--- src/rtl/snake_game_sequencer.sv ---
// snake_game_sequencer
// Top-level game controller for the snake datapath. It contains the master FSM
// (IDLE/PLAY/WIN/LOSE), game-tick enable generation, the direction register fed by
// the buttons, the score, and the no-eat timeout.
//
// Optional feature macro: SNAKE_SPEEDUP_EN
//   defined   : tick period = TICK_DIV - SCORE*(TICK_DIV/16), floored at TICK_DIV/4,
//               reloaded at each counter wrap and reset to TICK_DIV on PLAY entry
//   undefined : tick period fixed at TICK_DIV
//
// Ports
//   CLK               in   system clock
//   RESET             in   synchronous, active-high reset
//   BTN_U/D/L/R       in   debounced, CLK-synchronous button levels
//   REACHED_TARGET    in   snake head on apple (level)
//   MASTER_STATE      out  0=IDLE 1=PLAY 2=WIN 3=LOSE
//   NAVIGATION_STATE  out  00=right 01=down 10=up 11=left
//   GAME_TICK         out  one-cycle step enable for the datapath
//   APPLE_RESPAWN     out  one-cycle request to latch a new apple position
//   SCORE             out  apples eaten this game (saturating at 255)
module snake_game_sequencer #(
  parameter int unsigned TICK_DIV      = 5000000,
  parameter int unsigned WIN_SCORE     = 10,
  parameter int unsigned TIMEOUT_TICKS = 200
) (
  input  logic       CLK,
  input  logic       RESET,
  input  logic       BTN_U,
  input  logic       BTN_D,
  input  logic       BTN_L,
  input  logic       BTN_R,
  input  logic       REACHED_TARGET,
  output logic [1:0] MASTER_STATE,
  output logic [1:0] NAVIGATION_STATE,
  output logic       GAME_TICK,
  output logic       APPLE_RESPAWN,
  output logic [7:0] SCORE
);

  localparam int unsigned CW = (TICK_DIV > 1) ? $clog2(TICK_DIV) : 1;

  localparam logic [1:0]  DIR_RIGHT   = 2'b00;
  localparam logic [1:0]  DIR_DOWN    = 2'b01;
  localparam logic [1:0]  DIR_UP      = 2'b10;
  localparam logic [1:0]  DIR_LEFT    = 2'b11;
  localparam logic [7:0]  WIN_SCORE_B = 8'(WIN_SCORE);
  localparam logic [15:0] TIMEOUT_B   = 16'(TIMEOUT_TICKS);

  typedef enum logic [1:0] {
    ST_IDLE = 2'd0,
    ST_PLAY = 2'd1,
    ST_WIN  = 2'd2,
    ST_LOSE = 2'd3
  } state_t;

  state_t          state_q, state_d;
  logic [1:0]      nav_q, nav_d;
  logic [1:0]      pend_q, pend_d;
  logic [CW-1:0]   tick_cnt_q, tick_cnt_d;
  logic [15:0]     to_cnt_q, to_cnt_d;
  logic [7:0]      score_q, score_d;
  logic            first_q, first_d;
  logic [3:0]      btn_prev_q;
  logic            tgt_prev_q;

  logic [3:0]      btn_now;
  logic [3:0]      press;
  logic            any_press;
  logic            eat_edge;
  logic            in_play;
  logic            tick;
  logic            eat;
  logic [1:0]      req_dir;
  logic            accept;
  logic [15:0]     to_inc;
  logic [CW-1:0]   tick_last;

`ifdef SNAKE_SPEEDUP_EN
  localparam int unsigned PW       = CW + 1;
  localparam int unsigned PER_MIN  = TICK_DIV / 4;
  localparam int unsigned PER_STEP = TICK_DIV / 16;

  logic [PW-1:0]   period_q, period_d;
  logic [PW-1:0]   period_next;
  int unsigned     reduction;

  // Shorten the period by one step per apple, never below a quarter period.
  always_comb begin
    reduction   = 32'(score_q) * PER_STEP;
    period_next = PW'(TICK_DIV - reduction);
    if (reduction > (TICK_DIV - PER_MIN)) begin
      period_next = PW'(PER_MIN);
    end
  end

  assign tick_last = CW'(period_q - PW'(1));
`else
  assign tick_last = CW'(TICK_DIV - 1);
`endif

  assign btn_now   = {BTN_U, BTN_D, BTN_L, BTN_R};
  assign press     = btn_now & ~btn_prev_q;
  assign any_press = |press;
  assign eat_edge  = REACHED_TARGET & ~tgt_prev_q;
  assign in_play   = (state_q == ST_PLAY);
  assign tick      = in_play && (tick_cnt_q == tick_last);
  assign eat       = in_play && eat_edge;
  assign to_inc    = to_cnt_q + 16'd1;

  // Highest-priority press wins first; it is then dropped if it would reverse
  // the snake onto itself (opposite directions are bitwise complements).
  always_comb begin
    req_dir = DIR_RIGHT;
    if (press[3])      req_dir = DIR_UP;
    else if (press[2]) req_dir = DIR_DOWN;
    else if (press[1]) req_dir = DIR_LEFT;
    accept = in_play && any_press && (req_dir != ~nav_q);
  end

  always_comb begin
    state_d    = state_q;
    nav_d      = nav_q;
    pend_d     = pend_q;
    tick_cnt_d = '0;
    to_cnt_d   = to_cnt_q;
    score_d    = score_q;
    first_d    = 1'b0;
`ifdef SNAKE_SPEEDUP_EN
    period_d   = period_q;
`endif
    case (state_q)
      ST_IDLE: begin
        if (any_press) begin
          state_d  = ST_PLAY;
          score_d  = '0;
          nav_d    = DIR_RIGHT;
          pend_d   = DIR_RIGHT;
          to_cnt_d = '0;
          first_d  = 1'b1;
`ifdef SNAKE_SPEEDUP_EN
          period_d = PW'(TICK_DIV);
`endif
        end
      end
      ST_PLAY: begin
        tick_cnt_d = tick ? '0 : tick_cnt_q + CW'(1);
        if (accept) pend_d = req_dir;
        if (tick) begin
          nav_d    = pend_q;
          to_cnt_d = to_inc;
`ifdef SNAKE_SPEEDUP_EN
          period_d = period_next;
`endif
        end
        // Eating clears the timeout even on a tick cycle, so the win check
        // naturally takes precedence over the timeout check.
        if (eat) begin
          score_d  = (score_q == 8'hFF) ? score_q : score_q + 8'd1;
          to_cnt_d = '0;
          if (score_d >= WIN_SCORE_B) state_d = ST_WIN;
        end else if (tick && (to_inc >= TIMEOUT_B)) begin
          state_d = ST_LOSE;
        end
        if (state_d != ST_PLAY) tick_cnt_d = '0;
      end
      ST_WIN, ST_LOSE: begin
        if (any_press) state_d = ST_IDLE;
      end
      default: state_d = ST_IDLE;
    endcase
  end

  always_ff @(posedge CLK) begin
    if (RESET) begin
      state_q    <= ST_IDLE;
      nav_q      <= DIR_RIGHT;
      pend_q     <= DIR_RIGHT;
      tick_cnt_q <= '0;
      to_cnt_q   <= '0;
      score_q    <= '0;
      first_q    <= 1'b0;
      btn_prev_q <= '0;
      tgt_prev_q <= 1'b0;
`ifdef SNAKE_SPEEDUP_EN
      period_q   <= PW'(TICK_DIV);
`endif
    end else begin
      state_q    <= state_d;
      nav_q      <= nav_d;
      pend_q     <= pend_d;
      tick_cnt_q <= tick_cnt_d;
      to_cnt_q   <= to_cnt_d;
      score_q    <= score_d;
      first_q    <= first_d;
      btn_prev_q <= btn_now;
      tgt_prev_q <= REACHED_TARGET;
`ifdef SNAKE_SPEEDUP_EN
      period_q   <= period_d;
`endif
    end
  end

  // Pulses are combinational so they land in the cycle of the event; masking
  // with RESET keeps the reset cycle pulse-free.
  assign MASTER_STATE     = state_q;
  assign NAVIGATION_STATE = nav_q;
  assign SCORE            = score_q;
  assign GAME_TICK        = tick & ~RESET;
  assign APPLE_RESPAWN    = in_play & (first_q | eat_edge) & ~RESET;

endmodule
--- config.mk ---
export PLATFORM = sky130hd
export DESIGN_NAME = snake_game_sequencer
export DESIGN_NICKNAME = d
export VERILOG_FILES = /design/src/rtl/snake_game_sequencer.sv
export SDC_FILE = /design/constraint.sdc
export NUM_CORES = 1
export LEC_CHECK = 0
export ABC_AREA = 1
export BUFFER_PORTS_ARGS = -buffer_cell sky130_fd_sc_hd__buf_2
export CAP_MARGIN = 10
export CELL_PAD_IN_SITES_DETAIL_PLACEMENT = 0
export CELL_PAD_IN_SITES_GLOBAL_PLACEMENT = 1
export CORE_AREA = 5 5 92 94
export CTS_BUF_LIST = sky130_fd_sc_hd__clkbuf_8
export DETAILED_ROUTE_END_ITERATION = 7
export DIE_AREA = 0 0 97 99
export PLACE_DENSITY = 0.9
export SYNTH_ARGS = -nofsm -noshare
export SYNTH_HDL_FRONTEND = slang
export SYNTH_SLANG_ARGS = --single-unit
--- constraint.sdc ---
create_clock -name CLK -period 1.9 [get_ports CLK]
set_input_delay 0.19 -clock CLK [delete_from_list [all_inputs] [get_ports CLK]]
set_output_delay 0.19 -clock CLK [all_outputs]
set_load 0.01 [all_outputs]
==> results.json, run 1 <==
{
  "average_via_count_per_standard_cell": 4.84,
  "cts_tree": "done",
  "gate_count_after_technology_mapping": 477,
  "antenna_cells_inserted": 0,
  "dieWidth_um": 97,
  "synth.avg_cell_area_um2": 7.13,
  "portBuffers": 20,
  "synth-seq-area-share_pct": 34.7,
  "post-dp-hpwl_um": 5270,
  "length_in_cells_of_the_worst_reg_to_reg_path": 13,
  "final_common_cell": "sky130_fd_sc_hd__nand2_1",
  "first_global_vias": 2805,
  "vdd_drop_max_mv": 0.463,
  "timing.setup.critical_path_class": "reg -> reg",
  "clock_tree.buffer_depth": 2,
  "synth.top_cell.area_share_pct": 34.7,
  "summed_instance_area_of_the_synthesized_netlist_um2": 3400,
  "top_level_ports": 21,
  "post_route_cells_drive_above_1_share_pct": 22.6,
  "min_period_over_period_pct": 97.7,
  "timing.critical_path.arrival_ns": 2.09,
  "synthDominantAreaCellType": "sky130_fd_sc_hd__dfxtp_1",
  "post_synth_main_area_contributors": "sky130_fd_sc_hd__dfxtp_1 (35%), sky130_fd_sc_hd__nand2_1 (14%), sky130_fd_sc_hd__nor2_4 (6.6%)",
  "dr.pass1.iters": 4,
  "gp_congestion": 0.819,
  "cp_data_required_time_ns": 2.13,
  "rrSetupSlack_ns": 0.04,
  "timing.final.crit_period_ns": 1.86,
  "initial_antenna_violation_count": 0,
  "power.total_w": 0.00278,
  "synth_warnings": 0,
  "grt_setup_unrepaired": "true",
  "status": "complete, no violations",
  "synth.ff_latch_count": 59,
  "max-slew-margin-rel_pct": 76.7,
  "crit_end": "tick_cnt_q[21]",
  "drc": 0,
  "maxCapViolCount": 0,
  "worst_r2r_endpoint": "tick_cnt_q[21]",
  "cts.htree.levels": 3,
  "p_per_area_nw_per_um2": 689,
  "final-hold-violation-count": 0,
  "grt_first_pass_wirelength_um": 12500,
  "syn_nets": 487,
  "layout_common_cells": "sky130_fd_sc_hd__nand2_1 (120), sky130_fd_sc_hd__inv_1 (57), sky130_fd_sc_hd__dfxtp_1 (55)",
  "worst_setup_hold_path_clk_slew_ns": 0.07,
  "cts_made_buffers": 9,
  "finalClockSkew_ns": 0.0110,
  "dieArea_um2": 9600,
  "final_net_count": 528,
  "worst_r2r_startpoint": "SCORE[1]",
  "hold-path-cell-count": 3,
  "avgRoutedWirePerCell_um": 11.8,
  "worst_pin_slew_ns": 0.346,
  "vias": 3024,
  "number_of_instances_in_the_placed_design": 605,
  "clk_root_buffer_cell": "sky130_fd_sc_hd__clkbuf_8",
  "grt_resource_usage_total_pct": 15.5,
  "worst_setup_path_startpoint": "SCORE[1]",
  "antenna_violating_nets_post_route": 0,
  "initial_utilization_pct": 45.0,
  "crit_path_start_kind": "flip-flop",
  "synth.lib_cells_used.distinct": 38,
  "synth_edf_count": 0,
  "static-leakage-power_nw": 1.63,
  "fmaxAchievable_ghz": 0.539,
  "wirelength_um": 7360,
  "area_growth_syn_to_fin_pct": 18.7,
  "report.final.slew_viol_count": 0,
  "worst_setup_path_end_kind": "flip-flop",
  "worst_skew_pair.late_latency_ns": 0.34,
  "clock_sinks": 59,
  "finalNonFillerCells": 625,
  "drt_iter0_markers": 121,
  "die_height_um": 99,
  "timing.hold.ws_ns": 0.0725,
  "setup_violations": 0,
  "pin_count_of_the_biggest_net_entering_global_routing": 32,
  "ys_async_sr_fraction_pct": 0,
  "grt_overflow_total": 0,
  "fp-row-count": 32,
  "synth_ff_type": "sky130_fd_sc_hd__dfxtp_1",
  "holdCritPathClass": "in -> reg",
  "core_area_um2": 7570,
  "worst-path-max-fanout": 8
}
routing by layer:
| metal | vias to the layer above | wire length, um | GRT usage, % | share of wire [%] |
|---|---|---|---|---|
| met5 | - | 0 | 0 | 0 |
| met4 | 0 | 95 | 5.51 | 1.3 |
| met3 | 8 | 221 | 2.97 | 3.0 |
| met2 | 41 | 3480 | 26.2 | 47 |
| met1 | 1371 | 3560 | 19.6 | 48 |
| li1 | 1604 | - | - | - |
worst min path at each step:
| stage | start | slack [ns] | end |
|---|---|---|---|
| 5_1_grt | BTN_L | 0.08 | btn_prev_q[1] |
| 3_5_place_dp | BTN_U | 0.41 | btn_prev_q[3] |
| 2_1_floorplan | BTN_L | 0.30 | btn_prev_q[1] |
| 3_3_place_gp | BTN_D | 0.41 | btn_prev_q[2] |
| 4_1_cts | BTN_L | 0.07 | btn_prev_q[1] |
| 6_report | BTN_U | 0.07 | btn_prev_q[3] |
repair_timing:
item | CTS | global route
hold buffers | 0 | 0
endpoints found under the setup margin | 2 | 40
buffers inserted | 0 | 3
pin swaps | 0 | 11
cloned | 0 | 1
resized for setup | 3 | 25
cell type report:
class	instances	area (um2)
clock buffer	10	138
clock inverter	6	56.3
fill	717	3530
inverter	61	231
multi-input combinational	348	2000
sequential	59	1190
tap	102	128
timing repair buffer	39	298
stage by stage:
stage / utilization [%] / TNS [ns] / setup slack [ns] / area, um2
after floorplan: - / 0 / 0.0988 / 3400
after global placement: 48.9 / 0 / 0.0930 / 3700
after detailed placement: 48.9 / 0 / 0.0435 / 3700
after CTS: 51.6 / 0 / 0.000344 / 3900
after global routing: 53.4 / -1.09 / -0.0666 / 4040
final: 53.4 / 0 / 0.0443 / 4040
Yosys cell counts, types with 4 or more instances:
library cell	count
sky130_fd_sc_hd__a21oi_1	29
sky130_fd_sc_hd__dfxtp_1	59
sky130_fd_sc_hd__inv_1	56
sky130_fd_sc_hd__inv_2	5
sky130_fd_sc_hd__nand2_1	124
sky130_fd_sc_hd__nand3_1	34
sky130_fd_sc_hd__nand3b_1	4
sky130_fd_sc_hd__nand4_1	16
sky130_fd_sc_hd__nor2_1	49
sky130_fd_sc_hd__nor2_2	7
sky130_fd_sc_hd__nor2_4	20
sky130_fd_sc_hd__o21ai_0	8
sky130_fd_sc_hd__xnor2_1	6
sky130_fd_sc_hd__xor2_1	18
critical path, stage by stage (launching register included):
cell and delay [ns]:
sky130_fd_sc_hd__dfxtp_2 0.36, sky130_fd_sc_hd__ha_4 0.15, sky130_fd_sc_hd__nand2_4 0.06, sky130_fd_sc_hd__nor3_4 0.31, sky130_fd_sc_hd__nand2_4 0.13, sky130_fd_sc_hd__nand2_2 0.09, sky130_fd_sc_hd__nand2_1 0.05, sky130_fd_sc_hd__nand2_1 0.05
sky130_fd_sc_hd__nand2_1 0.05, sky130_fd_sc_hd__nand3_2 0.08, sky130_fd_sc_hd__nand2_4 0.06, sky130_fd_sc_hd__nand3_4 0.13, sky130_fd_sc_hd__buf_12 0.18, sky130_fd_sc_hd__nor2_4 0.04
report_power, final:
group,switching [W],internal [W],total [W]
Combinational,0.000224,0.000128,0.000352
Clock,0.000506,0.000629,0.00114
Sequential,0.0000254,0.00127,0.00129
Total,0.000755,0.00203,0.00278
state kept, by name, summed over array words and instances, names as in the netlist:
| signal | count |
|---|---|
| MASTER_STATE | 2 |
| btn_prev_q | 4 |
| NAVIGATION_STATE | 2 |
| tick_cnt_q | 23 |
| first_q | 1 |
| tgt_prev_q | 1 |
| to_cnt_q | 16 |
| pend_q | 2 |
| SCORE | 8 |
logic make-up (layout without fill, tap and decap cells):
group	Yosys count	in the layout	synth area share, %
AND/OR/NAND/NOR	279	279	42.4
buffers and inverters	70	116	9.16
flip-flops	59	59	34.7
AO/OA/AOI/OAI	42	42	6.44
XOR/XNOR	24	24	6.18
adder cells (fa/ha/maj)	3	3	1.10
(Power assumes the default switching activity.)
==> run 2: changes to the inputs <==
- CELL_PAD_IN_SITES_DETAIL_PLACEMENT: 0 -> 1
- CELL_PAD_IN_SITES_GLOBAL_PLACEMENT: 1 -> 2
- CORE_AREA: 5 5 92 94 -> 5 5 104 106
- DIE_AREA: 0 0 97 99 -> 0 0 109 111
- PLACE_DENSITY: 0.9 -> 0.89
==> run 2 against run 1 <==
  * The run now ends with negative setup slack left
  * Wire length up 25%
  * Sequential share of layout area down 0.77 points
  * Sequential cell count unchanged
  * Combinational power up 6.2%
  * Design area up 2.9%
  * Largest cell class unchanged
  * Worst hold slack worse by 0.017 ns
  * Register-to-register slack worse by 0.06 ns
  * Clock skew down 0.0061 ns
  * Global-route usage up 0.22 points
  * Sequential power about the same
==> results.json, run 2 (synthesized netlist as in run 1, its figures left out) <==
{
  "status": "complete, but fails checks",
  "failed_checks": "negative setup slack",
  "timing.setup.critical_path_class": "reg -> reg",
  "final_net_count": 536,
  "setup_violations": 7,
  "wirelength_um": 9210,
  "initial_antenna_violation_count": 0,
  "static-leakage-power_nw": 1.65,
  "path_delay_family": "simple AND/OR/NAND/NOR gates",
  "clock_tree.buffer_depth": 2,
  "core_area_um2": 9680,
  "path_cells": "ha_4 > nand2_4 > nor3_4 > nand2_4 > nand2_2 > nand2_1 > nand2_1 > nand2_1 > nand3_2 > nand2_4 > nand3_4 > clkbuf_16 > nor2_4",
  "worst_skew_pair.late_latency_ns": 0.35,
  "die_height_um": 111,
  "drc": 0,
  "post-dp-hpwl_um": 6580,
  "first_global_vias": 3351,
  "report.final.slew_viol_count": 0,
  "antenna_violating_nets_post_route": 0,
  "timing.critical_path.arrival_ns": 2.15,
  "n_fill_cell": 1235,
  "max-slew-margin-rel_pct": 76.4,
  "average_via_count_per_standard_cell": 4.81,
  "largest_register_ff_count": 23,
  "cts.hold.buffers_added": 0,
  "holdCritPathClass": "in -> reg",
  "initial_utilization_pct": 35.1,
  "final_common_cell": "sky130_fd_sc_hd__nand2_1",
  "area.sequential_um2": 1190,
  "worst-path-max-fanout": 7,
  "dr.pass1.iters": 4,
  "min_period_over_period_pct": 101,
  "layout_common_cells": "sky130_fd_sc_hd__nand2_1 (120), sky130_fd_sc_hd__inv_1 (57), sky130_fd_sc_hd__dfxtp_1 (53)",
  "cts.htree.levels": 3,
  "post_route_cells_drive_above_1_share_pct": 25.1,
  "area_growth_syn_to_fin_pct": 22.1,
  "maxCapViolCount": 0,
  "vdd_drop_max_mv": 0.378,
  "cts_tree": "done",
  "p_per_area_nw_per_um2": 646,
  "postPlaceCellArea_um2": 3750,
  "final-hold-violation-count": 0,
  "worst_slack_ns": -0.0114,
  "worst_setup_hold_path_clk_slew_ns": 0.07,
  "clk_root_buffer_cell": "sky130_fd_sc_hd__clkbuf_8",
  "portBuffers": 20,
  "worst_path_buf_inv": 1,
  "clock_sinks": 59,
  "gp_congestion": 0.820,
  "grt_setup_unrepaired": "true",
  "fp-row-count": 36,
  "critical_path.max_stage_delay_ns": 0.36,
  "setup-tns-final_ns": -0.0454,
  "grt_overflow_total": 0,
  "worst_pin_slew_ns": 0.351,
  "cts_made_buffers": 9,
  "avgRoutedWirePerCell_um": 13.9,
  "top_level_ports": 21,
  "dieWidth_um": 109,
  "cp_data_required_time_ns": 2.14,
  "grt_first_pass_wirelength_um": 15300,
  "multi_input_comb_area_um2": 2030,
  "timing.final.crit_period_ns": 1.91,
  "postLayoutCellArea_um2": 4160,
  "vias": 3190,
  "pin_count_of_the_biggest_net_entering_global_routing": 32,
  "grt_resource_usage_total_pct": 15.7,
  "power.total_w": 0.00269,
  "worst_setup_path_end_kind": "flip-flop",
  "antenna_cells_inserted": 0,
  "finalClockSkew_ns": 0.00487,
  "drt_iter0_markers": 112,
  "regMostFlops": "tick_cnt_q",
  "dieArea_um2": 12100,
  "crit_path_start_kind": "flip-flop",
  "crit_path_slowest_cell": "sky130_fd_sc_hd__dfxtp_2",
  "fmaxAchievable_ghz": 0.523
}
==> run 2: changes by cell type in the layout (fill, tap and decap cells not counted), sizes merged <==
cell      previous run  this run
clkbuf              11        12
clkinv               3         1
clkinvlp             1         3
buf                 38        45
bufinv               1         0
==> run 2: metal layers <==
metal / track usage [%] / part of all wire (%)
met3: 3.44 / 3.1
met5: 0 / 0
met2: 25.7 / 49
met4: 6.06 / 2.6
met1: 19.8 / 46
==> run 2: per-stage QoR <==
step	utilization [%]	setup slack, ns	std cells	hold WS (ns)
after floorplan	-	0.0988	477	0.297
after global placement	38.8	0.137	640	0.400
after detailed placement	38.8	0.0432	640	0.413
after CTS	40.7	0.0245	655	0.0422
after global routing	42.9	-0.141	663	0.0582
final	42.9	-0.0114	663	0.0554
==> run 2: tightest hold or removal path: stages <==
cell,delay [ns]
sky130_fd_sc_hd__buf_2,0.07
sky130_fd_sc_hd__inv_1,0.04
sky130_fd_sc_hd__nor2_1,0.07
==> run 2: where the power goes <==
group | switching (W) | internal (W)
Clock | 0.000524 | 0.000493
Combinational | 0.000240 | 0.000135
Sequential | 0.0000256 | 0.00127
Total | 0.000789 | 0.00190
==> run 2: repair_timing <==
item | in CTS | in global routing
pin swaps | 0 | 14
setup endpoints to repair | 2 | 41
buffers inserted | 0 | 6
cloned | 0 | 2
gates resized for setup | 5 | 36
==> run 2: cell type report <==
class                      instances  share of cell area [%]
multi-input combinational        348                    48.9
sequential                        59                    28.6
timing repair buffer              47                    8.82
inverter                          61                    5.57
tap                              133                    4.00
clock buffer                      10                    3.31
clock inverter                     5                   0.753
==> run 2: final timing paths <==
check / start / cells past startpoint / end / slack (ns)
worst max-delay path: SCORE[1] / 13 / tick_cnt_q[6] / -0.01
worst min-delay path: BTN_D / 3 / btn_prev_q[2] / 0.06
worst max register to register: SCORE[1] / 13 / tick_cnt_q[6] / -0.01
worst min register to register: tick_cnt_q[0] / 1 / tick_cnt_q[0] / 0.45
